--- src/rtl/jk_counter_pkg.sv ---
// Shared definitions for the JK counter register: mode field width and
// mode encodings used by the top level and by the testbench.
package jk_counter_pkg;

  localparam int MODE_W = 3;

  localparam logic [MODE_W-1:0] MODE_HOLD  = 3'b000;
  localparam logic [MODE_W-1:0] MODE_JK    = 3'b001;
  localparam logic [MODE_W-1:0] MODE_UP    = 3'b010;
  localparam logic [MODE_W-1:0] MODE_DOWN  = 3'b011;
  localparam logic [MODE_W-1:0] MODE_LOAD  = 3'b100;
  localparam logic [MODE_W-1:0] MODE_CLEAR = 3'b101;
  localparam logic [MODE_W-1:0] MODE_SET   = 3'b110;
  localparam logic [MODE_W-1:0] MODE_RSVD  = 3'b111;

endpackage

--- src/rtl/jk_counter_reg_cell.sv ---
// One-bit JK flip-flop: hold / set / clear / toggle on the rising edge,
// cleared asynchronously while clrn is low.
module jk_cell (
  input  logic clk,
  input  logic clrn,
  input  logic j,
  input  logic k,
  output logic q,
  output logic qn
);

  logic q_reg;

  always_ff @(posedge clk or negedge clrn) begin
    if (!clrn) begin
      q_reg <= 1'b0;
    end else begin
      case ({j, k})
        2'b10:   q_reg <= 1'b1;
        2'b01:   q_reg <= 1'b0;
        2'b11:   q_reg <= ~q_reg;
        default: q_reg <= q_reg;
      endcase
    end
  end

  assign q  = q_reg;
  assign qn = ~q_reg;

endmodule

--- src/rtl/jk_counter_reg.sv ---
// WIDTH-bit register of JK cells with JK, modulo up/down, load, clear and
// set modes. Each cell is steered to a per-bit target value via j/k.
module jk_counter_reg
  import jk_counter_pkg::*;
#(
  parameter int     WIDTH   = 4,
  parameter longint MODULUS = 16
) (
  input  logic              clk,
  input  logic              clrn,
  input  logic              en,
  input  logic [MODE_W-1:0] mode,
  input  logic [WIDTH-1:0]  j,
  input  logic [WIDTH-1:0]  k,
  input  logic [WIDTH-1:0]  d,
  output logic [WIDTH-1:0]  q,
  output logic [WIDTH-1:0]  qn,
  output logic              tc,
  output logic              wrap
);

  localparam logic [WIDTH-1:0] MAX_COUNT = WIDTH'(MODULUS - 1);
  localparam logic [WIDTH-1:0] ONE       = WIDTH'(1);

  logic [WIDTH-1:0] q_int;
  logic [WIDTH-1:0] target_next;
  logic [WIDTH-1:0] cell_j;
  logic [WIDTH-1:0] cell_k;
  logic             wrap_next;
  logic             wrap_reg;

  // Desired next value of the whole register; the cells are then driven
  // so that each bit lands on its target.
  always_comb begin
    target_next = q_int;
    wrap_next   = 1'b0;
    if (en) begin
      case (mode)
        MODE_HOLD: target_next = q_int;
        MODE_JK:   target_next = (j & ~q_int) | (~k & q_int);
        MODE_UP: begin
          if (q_int >= MAX_COUNT) begin
            target_next = '0;
            wrap_next   = 1'b1;
          end else begin
            target_next = q_int + ONE;
          end
        end
        MODE_DOWN: begin
          if (q_int == '0) begin
            target_next = MAX_COUNT;
            wrap_next   = 1'b1;
          end else begin
            target_next = q_int - ONE;
          end
        end
        MODE_LOAD:  target_next = d;
        MODE_CLEAR: target_next = '0;
        MODE_SET:   target_next = MAX_COUNT;
        MODE_RSVD:  target_next = q_int;
        default:    target_next = q_int;
      endcase
    end
  end

  assign cell_j = target_next & ~q_int;
  assign cell_k = ~target_next & q_int;

  generate
    for (genvar gi = 0; gi < WIDTH; gi++) begin : g_cell
      jk_cell u_cell (
        .clk  (clk),
        .clrn (clrn),
        .j    (cell_j[gi]),
        .k    (cell_k[gi]),
        .q    (q_int[gi]),
        .qn   (qn[gi])
      );
    end
  endgenerate

  always_ff @(posedge clk or negedge clrn) begin
    if (!clrn) begin
      wrap_reg <= 1'b0;
    end else begin
      wrap_reg <= wrap_next;
    end
  end

  // Terminal count looks only at the present state and mode, not en.
  assign tc = ((mode == MODE_UP) && (q_int == MAX_COUNT)) ||
              ((mode == MODE_DOWN) && (q_int == '0));

  assign q    = q_int;
  assign wrap = wrap_reg;

endmodule
--- config.mk ---
export PLATFORM = sky130hd
export DESIGN_NAME = jk_counter_reg
export DESIGN_NICKNAME = d
export VERILOG_FILES = /design/src/rtl/jk_counter_pkg.sv /design/src/rtl/jk_counter_reg_cell.sv /design/src/rtl/jk_counter_reg.sv
export SDC_FILE = /design/constraint.sdc
export NUM_CORES = 1
export LEC_CHECK = 0
export CORE_UTILIZATION = 39
export DETAILED_ROUTE_END_ITERATION = 8
export PLACE_DENSITY = 0.75
export SLEW_MARGIN = 30
export SYNTH_ARGS = -nofsm -noshare
export SYNTH_HDL_FRONTEND = slang
export SYNTH_SLANG_ARGS = --single-unit
--- constraint.sdc ---
create_clock -name clk -period 1.9 [get_ports clk]
set_input_delay 0.285 -clock clk [delete_from_list [all_inputs] [get_ports clk]]
set_output_delay 0.285 -clock clk [all_outputs]
set_load 0.02 [all_outputs]
==> flow_summary_export.csv, run 1 <==
group,metric,value,unit
outcome,status,"completed",
pwr,p_switching,671,µW
synth,synthAdderAreaFrac,9.93,%
synth,synthArstFlopShare,100,%
placed_design,port_buffers,27,
pwr,combPwrFrac,76.9,%
layout,nNetsFinal,164,
floorplanning,die-area,2120,µm²
synth,ys_types,39,
global_route,grt_antenna_before_repair,0,
layout,layout_commonest_cell,"buf_4",
cts,cts_sinks,5,
layout,largest_reg_flops,4,
global_route,grt_util_all_layers,22.5,%
route,first_iter_violations,22,
layout,drive_above_1_share,30.9,%
sta,slew_headroom,75.9,%
synth,synth_xor_area_share,3.48,%
floorplanning,die_h,46.0,µm
layout,final_cell_area,1190,µm²
critical_path,r2r_setup_slack,20,ps
sta,skew,6.14,ps
sta,tightestPinTransition,361,ps
route,vias,883,
critical_path,r2r_cells,6,
cts,clock_path_buffers,2,
sta,rsz0062_at_grt,"yes",
global_route,grt_max_degree,12,
critical_path,endpoint_kind,"flop",
cts,worstSkewPairLatency,260,ps
cts,clk_pin_slew,50,ps
floorplanning,io_pins,28,
synth,yosysSeqAreaShare,16.6,%
placed_design,gp_congestion,0.889,
synth,synth.mux.area_fraction,3.97,%
critical_path,crit_fanout,8,
synth,synth_top_family_by_area,"compound AO/OA/AOI/OAI gates",
floorplanning,initial_utilization,42.8,%
cts,cts_buffers,3,
critical_path,r2r-end,"g_cell[3].u_cell.q",
global_route,grt_overflow_total,0,
sta,hold_viol,0,
placed_design,dp_cells,158,
synth,synth_edf_count,0,
synth,netlist_area,756,µm²
synth,synth_area_per_cell,7.71,µm²
cts,tritoncts,"yes",
critical_path,start_kind,"flop",
layout,antenna_cells,0,
layout,fillers,160,
route,first_pass_iters,4,
synth,synth_flop_cell,"dfrtp_1",
route,wl_per_cell,13.8,µm
pwr,leakage,0.506,nW
global_route,grt_pass1_wl,3.42,mm
flow_run,maxCapViolCount,0,
global_route,grt_pass1_vias,849,
floorplanning,die_w,46.0,µm
synth,syn-num-nets,122,
route,vias_per_cell,5.38,
synth,synth_warnings,0,
cts,hold_buffers,0,
critical_path,crit_required,2040,ps
route,drc,0,
layout,final_cells,164,
critical_path,crit_type,"flop to flop",
layout,final_cell_mix,"buf_4, clkdlybuf4s50_1, inv_2, o21ai_0, nor2_1",
pwr,p_clk_share,9.0,%
synth,synth_cells,98,
pwr,power_density,1260,nW/µm²
placed_design,place_area,1130,µm²
worst_hold_path,hold_class,"primary input to async pin",
synth,synth_compound_area_share,30.8,%
layout,area_delta_synth_final,57.8,%
pwr,swShare,44.6,%
floorplanning,rows,15,
sta,setup_viol,0,
sta,period_minus_slack,1880,ps
floorplanning,core_area,1760,µm²
pwr,peakVddDrop,0.00118,V
sta,slew_viol_final,0,
cts,cts.htree.levels,1,
synth,postSynthRegisterBits,5,
placed_design,dp_hpwl,1.71,mm
pwr,p_seq_share,14.1,%
synth,synthSimpleGateAreaFrac,17.4,%
route,routed_wl,2.26,mm
critical_path,arrival,2020,ps
critical_path,reg2reg_from,"g_cell[3].u_cell.q",
critical_path,critPathLaunch,"g_cell[3].u_cell.q",
cts,cts_root_buffer,"clkbuf_4",
sta,max_freq,533,MHz
pwr,internal_power,835,µW
sta,fin_crit_sh,98.8,%
route,ant_nets,0,
[stage by stage]
stage               setup TNS, ps  hold slack, ps  util (%)  power [mW]  setup WS [ps]
detailed placement          -1870             537      63.9        1.26           -416
floorplan                       0           -10.6         -       0.955           5.63
global route                 -194             273      67.6        1.63          -93.2
finish                          0             256      67.6        1.51           23.4
CTS                             0             267      65.1        1.40           12.2
global placement            -1660             528      63.9        1.24           -376
[worst max-delay path by stage]
stage / slack (ps) / cells after the start / to
4_1_cts: 10 / 8 / g_cell[3].u_cell.q
3_5_place_dp: -420 / 7 / g_cell[3].u_cell.q
5_1_grt: -90 / 6 / g_cell[3].u_cell.q
6_report: 20 / 6 / g_cell[3].u_cell.q
3_3_place_gp: -380 / 7 / g_cell[3].u_cell.q
2_1_floorplan: 6 / 9 / g_cell[3].u_cell.q
[kinds of logic (layout without fill, tap and decap cells)]
kind of cell,count (synthesis),count (layout)
adder cells (fa/ha/maj),6,6
AND/OR/NAND/NOR,25,25
flip-flops,5,5
multiplexers,3,3
buffers and inverters,22,63
AO/OA/AOI/OAI,34,34
XOR/XNOR,3,3
[worst max-delay path: stages, from the launching register on]
cell and delay, ps:
dfrtp_1 480, inv_2 100, nor4_1 370, o32ai_2 120, a311oi_1 280, ha_1 290, mux2i_1 120
[cell usage after synthesis (2+ instances only)]
library cell  instances  share of area [%]
xnor2_1               3                3.5
dfrtp_1               5                 17
inv_2                 4                2.0
o22ai_1               2                1.7
inv_1                 2               0.99
a21oi_1               6                4.0
buf_2                 3                2.0
ha_1                  6                9.9
nand3_1               3                2.0
nand4_1               2                1.7
mux2i_1               3                4.0
a211oi_1              3                3.0
o21ai_0               6                4.0
o211ai_1              2                2.0
nand2_1               5                2.5
a31oi_1               3                2.5
nor2_1                6                3.0
buf_4                11                 11
o21ai_1               3                2.0
[power groups by stage]
stage / combinational (mW) / sequential, mW / clock, mW
after floorplan: 0.770 / 0.185 / 0
after global placement: 1.03 / 0.209 / 0
after detailed placement: 1.05 / 0.211 / 0
after CTS: 1.05 / 0.209 / 0.134
after global routing: 1.27 / 0.219 / 0.147
final: 1.16 / 0.212 / 0.135
[cell type report]
type | count | area, µm² | share of cell area, %
flip-flops and latches | 5 | 125 | 10.5
clock buffers | 4 | 26.3 | 2.20
repair buffers | 53 | 457 | 38.3
well taps | 25 | 31.3 | 2.62
multi-input cells | 71 | 531 | 44.5
inverters | 6 | 22.5 | 1.89
[per-layer routing]
layer  vias to the layer above  global-route usage, %  wire length [µm]
met4                         0                   6.47                52
met1                       406                   26.1               942
met3                         9                   7.14               149
met2                        36                   38.9              1120
met5                         -                      0                 0
li1                        432                      -                 -
[repair_timing]
| action | in CTS | in global routing |
|---|---|---|
| buffers inserted | 0 | 2 |
| gates resized for setup | 4 | 7 |
| pin swaps | 1 | 4 |
| endpoints found under the setup margin | 5 | 5 |
No activity file was read; power rests on OpenSTA's default activity.
==> run 2: changes to the inputs <==
--- a/config.mk
+++ b/config.mk
@@ -5,7 +5,9 @@
 export SDC_FILE = /design/constraint.sdc
 export NUM_CORES = 1
 export LEC_CHECK = 0
+export CORE_MARGIN = 2
 export CORE_UTILIZATION = 39
+export CTS_CLUSTER_SIZE = 16
 export DETAILED_ROUTE_END_ITERATION = 8
 export PLACE_DENSITY = 0.75
 export SLEW_MARGIN = 30
==> run 2 against run 1 <==
Effect of this change: sequential power is 2% higher; critical path type unchanged; non-clock buffer count decreased by 2; clock-buffer cell count is the same; largest cell class unchanged; worst hold slack better by 12 ps; highest routed layer is now met3; the flow now finishes with violations (negative setup slack); final cell count is 1.2% lower; flip-flop and latch count is the same; clock skew down 2.9 ps; total power down 5.2%.
==> flow_summary_export.csv, run 2 (same netlist as run 1, synthesis figures left out) <==
group,metric,value,unit
outcome,status,"finished, violations left",
outcome,violations,"negative setup slack",
route,wl_per_cell,12.3,µm
critical_path,reg2reg_from,"g_cell[0].u_cell.q",
critical_path,arrival,2070,ps
critical_path,crit_type,"flop to flop",
worst_hold_path,hold_class,"primary input to async pin",
layout,antenna_cells,0,
pwr,internal_power,811,µW
cts,hold_buffers,0,
pwr,power_density,1230,nW/µm²
layout,area_delta_synth_final,53.5,%
critical_path,crit_required,2070,ps
placed_design,place_area,1110,µm²
route,vias,838,
route,first_pass_iters,4,
critical_path,endpoint_kind,"flop",
floorplanning,rows,15,
pwr,p_clk_share,8.7,%
cts,cts_root_buffer,"clkbuf_4",
placed_design,gp_congestion,0.912,
sta,period_minus_slack,1900,ps
pwr,swShare,43.2,%
floorplanning,io_pins,28,
cts,clock_path_buffers,2,
route,met1Wirelength,886,µm
global_route,grt_overflow_total,0,
sta,tightestPinTransition,288,ps
layout,final_cell_area,1160,µm²
route,ant_nets,0,
cts,cts_sinks,5,
layout,layout_commonest_cell,"buf_4",
floorplanning,core_area,1780,µm²
global_route,grt_util_all_layers,20.9,%
floorplanning,initial_utilization,42.4,%
sta,slew_viol_final,0,
sta,fin_ws,-1.48,ps
critical_path,start_kind,"flop",
route,wl_met3,113,µm
pwr,peakVddDrop,0.00104,V
floorplanning,die-area,2310,µm²
critical_path,critPathLaunch,"g_cell[0].u_cell.q",
sta,hold_ws,268,ps
layout,final_cell_mix,"buf_4, clkdlybuf4s50_1, a21oi_1, o21ai_0, nor2_1",
sta,max_freq,526,MHz
floorplanning,die_w,48.0,µm
cts,clk_pin_slew,50,ps
floorplanning,die_h,48.0,µm
global_route,grt_max_degree,10,
sta,fin_crit_sh,100,%
global_route,grt_antenna_before_repair,0,
route,routed_wl,1.99,mm
route,drc,0,
placed_design,dp_slack,-357,ps
sta,skew,3.23,ps
layout,nNetsFinal,162,
critical_path,r2r_setup_slack,-1,ps
placed_design,port_buffers,27,
sta,hold_viol,0,
sta,slew_headroom,80.6,%
route,top_layer,"met3",
route,vias_per_cell,5.17,
cts,worstSkewPairLatency,240,ps
critical_path,r2r_cells,8,
route,routed-wl-met2,995,µm
layout,largest_reg_flops,4,
sta,setup_viol,1,
global_route,grt_pass1_wl,3.34,mm
global_route,grt_pass1_vias,861,
placed_design,dp_cells,156,
cts,tritoncts,"yes",
pwr,leakage,0.519,nW
pwr,p_seq_share,15.2,%
cts,cts_buffers,3,
layout,final_cells,162,
layout,fillers,153,
flow_run,maxCapViolCount,0,
cts,cts.htree.levels,1,
layout,drive_above_1_share,27.0,%
pwr,p_switching,617,µW
critical_path,crit_fanout,6,
pwr,combPwrFrac,76.1,%
placed_design,dp_hpwl,1.66,mm
route,first_iter_violations,3,
critical_path,r2r-end,"g_cell[3].u_cell.q",
sta,rsz0062_at_grt,"yes",
-- run 2: changes by cell type in the layout (fill, tap and decap cells not counted), sizes merged --
cell           change
buf                -2
clkdlybuf4s50      -2
dlymetal6s2s       +2
-- run 2: final cells by class --
class	count	area, µm²	area share, %
tap	25	31.3	2.70
sequential	5	125	10.8
clock buffer	4	26.3	2.27
multi-input combinational	71	508	43.8
inverter	6	22.5	1.94
timing repair buffer	51	447	38.5
-- run 2: per-layer routing --
layer | vias up | GRT usage (%)
met3 | 0 | 8.68
met2 | 30 | 38.1
met1 | 380 | 22.1
li1 | 428 | -
met4 | 0 | 4.86
met5 | - | 0
-- run 2: metrics by stage --
stage	power (mW)	utilization, %	TNS, ps
floorplan	0.955	-	0
global placement	1.24	62.4	-1320
detailed placement	1.26	62.4	-1510
CTS	1.45	65.0	0
global route	1.56	65.1	-180
finish	1.43	65.1	-1.48
-- run 2: worst max-delay path, cell delays in order (launching register included) --
cell	delay, ps
dfrtp_1	400
buf_4	150
buf_4	140
o21bai_1	130
a21oi_1	80
o32ai_1	290
a311oi_1	150
ha_1	330
mux2i_1	170
-- run 2: how the worst max path moves through the flow --
| stage | endpoint | slack, ps | cells past startpoint |
|---|---|---|---|
| global placement | tc | -280 | 5 |
| global route | g_cell[3].u_cell.q | -110 | 8 |
| detailed placement | g_cell[3].u_cell.q | -360 | 7 |
| finish | g_cell[3].u_cell.q | -1 | 8 |
| CTS | g_cell[3].u_cell.q | 6 | 8 |
| floorplan | g_cell[3].u_cell.q | 6 | 9 |
-- run 2: power groups by stage --
stage               Sequential (mW)  Combinational, mW  Clock (mW)
finish                        0.216               1.09       0.124
global placement              0.217               1.02           0
floorplan                     0.185              0.770           0
global route                  0.226               1.19       0.147
CTS                           0.216               1.10       0.133
detailed placement            0.220               1.04           0
-- run 2: timing repair --
item | CTS | global route
setup endpoints to repair | 5 | 6
gates resized for setup | 5 | 4
buffers inserted | 2 | 0
pin swaps | 3 | 4
==> run 3: changes to the inputs <==
--- a/config.mk
+++ b/config.mk
@@ -7,10 +7,11 @@
 export LEC_CHECK = 0
 export CORE_MARGIN = 2
 export CORE_UTILIZATION = 39
+export CTS_BUF_LIST = sky130_fd_sc_hd__clkbuf_16
 export CTS_CLUSTER_SIZE = 16
 export DETAILED_ROUTE_END_ITERATION = 8
 export PLACE_DENSITY = 0.75
-export SLEW_MARGIN = 30
+export SLEW_MARGIN = 15
 export SYNTH_ARGS = -nofsm -noshare
 export SYNTH_HDL_FRONTEND = slang
 export SYNTH_SLANG_ARGS = --single-unit
==> run 3 against run 2 <==
Effect of this change: the run still ends with negative setup slack left; non-clock buffer count unchanged; final area increased by 4.1%; flip-flop and latch count unchanged.
==> flow_summary_export.csv, run 3 (same netlist as run 1, synthesis figures left out) <==
group,metric,value,unit
critical_path,arrival,2060,ps
sta,slew_headroom,79.3,%
outcome,status,"finished, violations left",
cts,tritoncts,"yes",
critical_path,endpoint_kind,"flop",
layout,final_cells,162,
route,first_iter_violations,5,
sta,skew,2.54,ps
pwr,p_seq_share,13.2,%
cts,clock_path_buffers,2,
cts,clk_pin_slew,30,ps
outcome,violations,"negative setup slack",
worst_hold_path,hold_class,"primary input to async pin",
floorplanning,io_pins,28,
global_route,grt_overflow_total,0,
flow_run,maxCapViolCount,0,
route,vias,854,
sta,max_freq,524,MHz
sta,hold_viol,0,
floorplanning,die_h,48.0,µm
pwr,swShare,39.0,%
floorplanning,die-area,2310,µm²
placed_design,dp_cells,156,
layout,final_util,67.7,%
critical_path,cpMostUsedCell,"buf_4",
route,ant_nets,0,
layout,drive_above_1_share,27.0,%
critical_path,crit_fanout,6,
floorplanning,initial_utilization,42.4,%
sta,rsz0062_at_grt,"yes",
global_route,grt_max_degree,10,
layout,final_cell_mix,"buf_4, clkdlybuf4s50_1, a21oi_1, o21ai_0, nor2_1",
route,vias_per_cell,5.27,
cts,hold_buffers,0,
layout,antenna_cells,0,
global_route,grt_antenna_before_repair,0,
pwr,leakage,0.521,nW
layout,fillers,143,
placed_design,gp_congestion,0.912,
critical_path,r2r_cells,8,
critical_path,crit_required,2050,ps
route,wl_per_cell,12.5,µm
sta,setup_viol,1,
critical_path,cpMaxStageDelayCell,"dfrtp_1",
critical_path,start_kind,"flop",
sta,slew_viol_final,0,
pwr,power_density,1370,nW/µm²
pwr,peakVddDrop,0.00126,V
cts,worstSkewPairLatency,230,ps
cts,cts_root_buffer,"clkbuf_16",
route,routed_wl,2.03,mm
route,drc,0,
floorplanning,core_area,1780,µm²
cts,cts_buffers,3,
sta,tightestPinTransition,310,ps
placed_design,dp_hpwl,1.66,mm
critical_path,crit_type,"flop to flop",
global_route,grt_util_all_layers,20.8,%
pwr,power,1.65,mW
sta,fin_crit_sh,101,%
cts,cts_sinks,5,
cts,cts.htree.levels,1,
floorplanning,die_w,48.0,µm
placed_design,port_buffers,27,
critical_path,critical_path.cell_chain,"buf_4 -> buf_4 -> o21bai_1 -> a21oi_1 -> o32ai_1 -> a311oi_1 -> ha_1 -> mux2i_1",
layout,area_delta_synth_final,59.8,%
layout,largest_reg_flops,4,
pwr,combPwrFrac,66.4,%
route,first_pass_iters,4,
placed_design,dp_slack,-357,ps
pwr,p_switching,644,µW
global_route,grt_pass1_vias,857,
sta,period_minus_slack,1910,ps
global_route,grt_pass1_wl,3.33,mm
pwr,internal_power,1.01,mW
layout,layout_commonest_cell,"buf_4",
layout,nNetsFinal,162,
sta,fin_ws,-9.75,ps
pwr,p_clk_share,20.4,%
floorplanning,rows,15,
critical_path,slowest_delay,400,ps
==> run 3: final timing paths <==
check / start / slack [ps] / to
min in group clk: mode[0] / 750 / wrap
max in group asynchronous: clrn / 1420 / g_cell[0].u_cell.q
worst min register to register: g_cell[0].u_cell.q / 760 / g_cell[0].u_cell.q
worst min-delay path: clrn / 290 / g_cell[3].u_cell.q
worst max register to register: g_cell[0].u_cell.q / -10 / g_cell[3].u_cell.q
worst max-delay path: g_cell[0].u_cell.q / -10 / g_cell[3].u_cell.q
==> run 3: final cells by class <==
type                       count  area (µm²)  area share, %
inverter                       6        22.5           1.87
tap                           25        31.3           2.59
multi-input combinational     71         508           42.1
timing repair buffer          51         442           36.6
clock inverter                 1        3.75          0.311
sequential                     5         125           10.4
clock buffer                   3        75.1           6.22
==> run 3: power by group through the flow <==
stage,Sequential [mW],Combinational (mW),Clock (mW)
5_1_grt,0.226,1.20,0.357
4_1_cts,0.216,1.10,0.346
3_3_place_gp,0.217,1.02,0
3_5_place_dp,0.220,1.04,0
6_report,0.218,1.10,0.337
2_1_floorplan,0.185,0.770,0
==> run 3: what timing repair did <==
action,in CTS,in global routing
buffers inserted,2,0
endpoints found under the setup margin,5,3
gates cloned,0,0
gates resized for setup,5,2
pin swaps,3,4
==> run 3: worst max-delay path: cells and delay by family, from the launching register on <==
family / cells / cell delay [ps]
AO/OA/AOI/OAI: 4 / 640
adder cells (fa/ha/maj): 1 / 330
buffers and inverters: 2 / 300
flip-flops: 1 / 400
multiplexers: 1 / 170
==> run 3: layer usage <==
layer,GRT usage [%],vias up,wire [µm]
met5,0,-,0
met4,4.86,0,0
met3,7.55,0,104
met2,38.9,31,1020
met1,21.9,394,900
li1,-,429,-
==> run 3: stage by stage <==
stage,cell area [µm²],hold slack [ps],TNS [ps]
floorplan,767,-10.6,0
global placement,1110,522,-1320
detailed placement,1110,529,-1510
CTS,1210,290,0
global route,1210,306,-183
finish,1210,287,-9.75
